`src/rtl/control_sequencer.sv`:
```
// Five-state instruction sequencer for a 2-operand memory-to-memory ISA
// (ADD/CMP/MOV/BEQ) driving an external async-read RAM and an external ALU.
module control_sequencer (
  input  logic        clk,
  input  logic        reset_n,
  input  logic        en,
  input  logic [15:0] mem_rdata,
  output logic [6:0]  mem_addr,
  output logic [15:0] mem_wdata,
  output logic        mem_we,
  output logic [15:0] alu_a,
  output logic [15:0] alu_b,
  output logic [1:0]  alu_op,
  input  logic [15:0] alu_in_out,
  input  logic        alu_in_z,
  output logic [6:0]  pc,
  output logic        z_flag,
  output logic [2:0]  state
);

  typedef enum logic [2:0] {
    FETCH  = 3'd0,
    DECODE = 3'd1,
    RD_SRC = 3'd2,
    RD_DST = 3'd3,
    EXEC   = 3'd4
  } state_t;

  typedef enum logic [1:0] {
    OP_ADD = 2'b00,
    OP_CMP = 2'b01,
    OP_MOV = 2'b10,
    OP_BEQ = 2'b11
  } opcode_t;

  state_t      r_state;
  logic [6:0]  r_pc;
  logic [15:0] r_ir;
  logic [15:0] r_ra;
  logic [15:0] r_rb;
  logic        r_z;

  opcode_t     w_op;
  logic [6:0]  w_src;
  logic [6:0]  w_dst;

  assign w_op  = opcode_t'(r_ir[15:14]);
  assign w_src = r_ir[13:7];
  assign w_dst = r_ir[6:0];

  always_ff @(posedge clk or negedge reset_n) begin
    if (!reset_n) begin
      r_state <= FETCH;
      r_pc    <= '0;
      r_ir    <= '0;
      r_ra    <= '0;
      r_rb    <= '0;
      r_z     <= 1'b0;
    end else begin
      case (r_state)
        FETCH: begin
          if (en) begin
            r_ir    <= mem_rdata;
            r_pc    <= r_pc + 7'd1;
            r_state <= DECODE;
          end
        end
        DECODE: begin
          if (w_op == OP_BEQ) begin
            if (r_z) r_pc <= w_dst;
            r_state <= FETCH;
          end else begin
            r_state <= RD_SRC;
          end
        end
        RD_SRC: begin
          r_rb    <= mem_rdata;
          r_state <= (w_op == OP_MOV) ? EXEC : RD_DST;
        end
        RD_DST: begin
          r_ra    <= mem_rdata;
          r_state <= EXEC;
        end
        EXEC: begin
          // MOV is a plain copy and must not disturb the flag a later BEQ tests
          if (w_op != OP_MOV) r_z <= alu_in_z;
          r_state <= FETCH;
        end
        default: r_state <= FETCH;
      endcase
    end
  end

  // Decoded from the state register so reset removes the write strobe at once
  always_comb begin
    mem_addr = r_pc;
    alu_op   = 2'd0;
    mem_we   = 1'b0;
    case (r_state)
      RD_SRC: mem_addr = w_src;
      RD_DST: mem_addr = w_dst;
      EXEC: begin
        mem_addr = w_dst;
        case (w_op)
          OP_CMP:  alu_op = 2'd1;
          OP_MOV:  alu_op = 2'd2;
          default: alu_op = 2'd0;
        endcase
        mem_we = (w_op == OP_ADD) || (w_op == OP_MOV);
      end
      default: ;
    endcase
  end

  assign mem_wdata = alu_in_out;
  assign alu_a     = r_ra;
  assign alu_b     = r_rb;
  assign pc        = r_pc;
  assign z_flag    = r_z;
  assign state     = r_state;

endmodule

```
`config.mk`:
```
export PLATFORM = sky130hd
export DESIGN_NAME = control_sequencer
export DESIGN_NICKNAME = d
export VERILOG_FILES = /design/src/rtl/control_sequencer.sv
export SDC_FILE = /design/constraint.sdc
export NUM_CORES = 1
export LEC_CHECK = 0
export ABC_AREA = 1
export ABC_CLOCK_PERIOD_IN_PS = 2900
export CAP_MARGIN = 20
export CORE_MARGIN = 8
export CORE_UTILIZATION = 48
export DETAILED_ROUTE_END_ITERATION = 8
export PLACE_DENSITY = 0.93
export SYNTH_ARGS = -nofsm -noshare
export SYNTH_HDL_FRONTEND = slang
export SYNTH_SLANG_ARGS = --single-unit
```
`constraint.sdc`:
```
create_clock -name clk -period 2.9 [get_ports clk]
set_clock_uncertainty 0.15 [all_clocks]
set_input_delay 0.435 -clock clk [delete_from_list [all_inputs] [get_ports clk]]
set_output_delay 0.435 -clock clk [all_outputs]
set_load 0.005 [all_outputs]
```
---- Word level (Yosys, flattened, before mapping) ----
Index checks and enable logic that the tools add are counted.
word-level totals
  register bits ........................... 59
  input port bits ......................... 36
  output and inout port bits .............. 69
  logic and storage cells ................. 38
operators by class
  add/sub/neg operators ................... 1
  eq/ne operators ......................... 11
  multiplexer cells ....................... 12
  reduce and logical (&&, ||, !) cells .... 8
operator list
  cell                                                  count
  case mux 7 bit (2 select lines)                       2
  two-way mux 7 bit                                     3
  case mux 3 bit (4 select lines)                       1
  != test 2 bit (second input constant)                 4
  adder 7 x 1 -> 7 bit (second input constant)          1
  equality test 3 x 2 -> 1 bit (second input constant)  2
  two-way mux 3 bit                                     2
  equality test 2 bit (second input constant)           2
  two-way mux 2 bit                                     2
  case mux 2 bit (2 select lines)                       1
  AND reduction 2 bit                                   2
  AND reduction 4 bit                                   1
  equality test 3 x 1 -> 1 bit (second input constant)  1
  equality test 3 bit (second input constant)           1
  logical NOT 3 bit                                     1
  equality test 2 x 1 -> 1 bit (second input constant)  1
  logical NOT 2 bit                                     1
  nonzero test 2 bit                                    1
  OR reduction 2 bit                                    1
  logical OR 1 bit                                      1
  two-way mux 1 bit                                     1

---- Depth between registers and ports, before layout ----
  depth after elaboration ................. 3
  mapped depth ............................ 8
  mapped depth without buffers ............ 8

---- Least setup slack after synthesis ----
OpenSTA, ideal clock, no wires.
  path type ............................... reg2out
  from .................................... register r_state[0] (netlist: state[0])
  to ...................................... output mem_addr[0]
  arrival time ............................ 1.097 ns
  required time ........................... 2.315 ns
  slack ................................... 1.218 ns
  cell stages (with the launch flop) ...... 7
  buffers on the path ..................... 0
  cell sequence ........................... dfrtp_1 nor2_2 nand2_1 nand2_2 nor2_4 nand2_1 nand3_1
on the way
  longest elaborated chain between the ends .. 3
  elaborated cells between the ends (all ways) .. 5
  those cells by class .................... eq/ne: 3; mux: 1; reduce/logical: 1
ends and longest elaborated chain
  element                                                              line  text
  start: declaration                                                   36    state_t r_state;
  start signal: assignment                                             78    r_state <= (w_op == OP_MOV) ? EXEC : RD_DST;
  equality test 3 bit or equality test 3 x 2 -> 1 bit (tied branches)  99    case (r_state)
  OR reduction 2 bit (no source line)                                  n/a
  case mux 7 bit (2 select lines) (*)                                  99
  end: declaration                                                     8     output logic [6:0] mem_addr,
Mark *: on every way between the ends. The rest lies on a longest branch, timed or not.

---- Final worst setup path ----
  from .................................... register r_state[0] (netlist: state[0])
  to ...................................... output mem_addr[1]
The elaborated chain is that of the path after synthesis.

==> summary.md <==
| Metric | Value |
|---|---|
| Status | `finished, final reports clean` |
| Leak Pwr | `1.72 nW` |
| DR WL/cell | `14.9 µm` |
| Root Buffer | `clkbuf_8` |
| WL final | `6880 µm` |
| Logic pwr share | `49.4%` |
| Internal power | `2.63 mW` |
| NumNets Final | `421` |
| Number of synthesized flops with an enable pin | `0` |
| Top cell type's share of synthesized area | `52.2%` |
| Endpoints failing hold | `0` |
| Avg Cell Area, Syn | `8.74 µm²` |
| Clock sinks | `59` |
| DIE AREA | `0.00861 mm²` |
| H-tree lvl count | `3` |
| Setup repair bufs after CTS | `0` |
| Crit path max fanout | `8` |
| Number of routed nets with antenna violations | `0` |
| Post-synth ARST share | `100%` |
| Initial Utilization | `48.7%` |
| Pins Over Slew Limit | `0` |
| DP Cell Count | `447` |
| Switching share of power | `39.3%` |
| Max-cap violations | `0` |
| Resized cells post-CTS | `0` |
| Finished Layout Cells | `463` |
| Vias in the first global route | `2443` |
| Count leader, synth | `nand2_1` |
| Element type at the critical path end | `output pin` |
| Chip height | `92.8 µm` |
| Seq pwr share | `36.1%` |
| Mapped cell area | `0.00283 mm²` |
| Worst reg2reg startpoint | `state[2]` |
| Final Core Density | `62.5%` |
| Netlist cell types | `28` |
| Clk pwr share | `14.5%` |
| Ports | `105` |
| Area leader, netlist | `dfrtp_1` |
| CTS tree | `done` |
| Setup TNS | `0 ns` |
| Die width | `92.8 µm` |
| Synth warnings | `0` |
| Worst-Skew Late Latency | `0.33 ns` |
| Switch Pwr | `1.70 mW` |
| Largest net degree at the start of global routing | `41` |
| Worst Hold Path Cells | `2` |
| Synth Flop Type | `dfrtp_1` |
| Rows | `28` |
| Pre-CTS setup slack | `0.539 ns` |
| Grt ovf | `0` |
| Setup WS post-layout | `0.169 ns` |
| CP Data Arrival Time | `2.15 ns` |
| Syn nets | `361` |
| Critical path data required time | `2.32 ns` |
| Power per Cell Area | `1190 mW/mm²` |
| DP Area | `0.00347 mm²` |
| Total CTS buffers | `9` |
| Remaining DRCs | `0` |
| First-pass GRT wire length | `12100 µm` |
| Via/cell ratio | `5.17` |
| Hold Crit Start | `alu_b[14]` |
| Core area | `0.00582 mm²` |
| Slew at the pin closest to its max-slew limit | `0.517 ns` |
| FMAX | `366 MHz` |
| Critical R2R Capture | `pc[4]` |
| Most frequent cells after synthesis | `97 x nand2_1, 59 x dfrtp_1, 27 x inv_1` |
| Pre-Repair DR Iteration Count | `5` |
| Reg clk slew, reported paths | `0.06 ns` |
| Share of layout cells above drive strength 1 | `15.2%` |
| Synth Instances | `324` |
| # fillers | `509` |
| Sequential area share after synthesis | `52.2%` |
| GRT Resource Usage Total | `17.6%` |
| Worst setup path category | `register to output pin` |
| Worst Hold End | `alu_b[14]` |
| Fin area | `0.00364 mm²` |
| Port bufs | `72` |
| Final setup fails | `0` |
| ANT cells | `0` |
| Post-synthesis register bit count | `59` |
| RSZ-0062 raised after global routing | `no` |
| Hold Crit Class | `register to register` |
| Final worst path period share | `94.2%` |
| Synth area leaders | `dfrtp_1 52%, nand2_1 13%, o21ai_2 5.6%` |
| Slew HR | `65.4%` |
| Initial drt markers | `190` |
| Reg2Reg Depth | `7` |
| CP Launch Type | `register` |
| Via count | `2395` |
| Initial antenna violation count | `0` |
| Synth-to-Final Area Change | `28.5%` |
| Tmin final | `2.73 ns` |
| Final HPWL DP | `5150 µm` |
| Placer's final routability congestion estimate | `0.875` |
| CTS max path bufs | `2` |
| Worst vdd ir | `0.629 mV` |
| Setup slack, reg-to-reg | `1.09 ns` |
-- routing by layer --
metal,track usage (%),up-vias,part of all wire [%]
met1,21.5,1143,42
met4,9.53,0,2.4
met3,5.99,20,7.8
met5,0,-,0
li1,-,1137,-
met2,26.9,95,48
-- timing repair --
item | 4_1_cts | 5_1_grt
endpoints found under the setup margin | 0 | 0
hold buffers | 1 | 0
endpoints found under the hold margin | 19 | 0
-- stage by stage --
step	hold WS (ns)	total power, mW
floorplan	-0.0106	2.69
global placement	0.252	3.61
detailed placement	0.261	3.73
CTS	0.340	4.38
global route	0.353	4.71
finish	0.335	4.33
-- how the worst max path moves through the flow --
stage	to	depth (start not counted)	from	slack, ns
after global placement	mem_addr[6]	7	state[0]	0.67
final	mem_addr[1]	7	state[0]	0.17
after CTS	mem_addr[1]	7	state[0]	0.16
after floorplan	mem_addr[0]	6	state[0]	1.22
after detailed placement	mem_addr[1]	7	state[0]	0.54
after global routing	mem_addr[1]	7	state[0]	0.009
-- cell families after synthesis --
group                      synth area share, %
and+or+nand+nor                           23.5
DFF                                       52.2
AOI/OAI and AO/OA                         12.7
buffers and inverters                     10.8
xor gates and xnor gates                 0.310
adders and majority gates                0.442
-- power groups by stage --
| stage | Sequential [mW] | Combinational, mW | Clock, mW |
|---|---|---|---|
| after global placement | 1.55 | 2.06 | 0 |
| after floorplan | 1.53 | 1.16 | 0 |
| final | 1.56 | 2.14 | 0.627 |
| after detailed placement | 1.57 | 2.16 | 0 |
| after global routing | 1.62 | 2.39 | 0.693 |
| after CTS | 1.56 | 2.17 | 0.654 |
-- final cells by class --
class                      instances  area (µm²)  share of cell area [%]
clock buffer                      12         145                    3.99
clock inverter                     3        15.0                   0.413
sequential                        59        1480                    40.6
multi-input combinational        208        1050                    28.8
timing repair buffer              75         741                    20.4
inverter                          31         119                    3.27
tap                               75        93.8                    2.58
-- cells in the final DEF, fill, tap and decap left out, types with 2 or more instances in the layout --
cell type,netlist,final
inv_2,3,3
o21ai_1,14,14
clkinv_2,0,3
buf_4,17,2
nand3_1,19,19
o21ai_2,18,18
dfrtp_1,59,59
nor2_1,7,7
inv_1,27,27
clkbuf_1,2,2
nor2_4,2,2
clkdlybuf4s50_1,0,71
nand2_1,97,97
nand2_2,16,16
o21ai_0,24,24
clkbuf_8,0,10
-- sequential cells by signal (all words and copies together), names as in the netlist --
register / flops
alu_a: 16
alu_b: 16
pc: 7
r_ir: 16
state: 3
z_flag: 1
-- critical path, cell delays in order (launching register included) --
cell	delay (ns)
dfrtp_1	0.51
nor2_2	0.11
nand2_1	0.15
nand2_2	0.16
nor2_4	0.18
nand2_1	0.08
nand3_1	0.11
clkdlybuf4s50_1	0.52
Note: power is estimated with default switching activity, not from simulation.
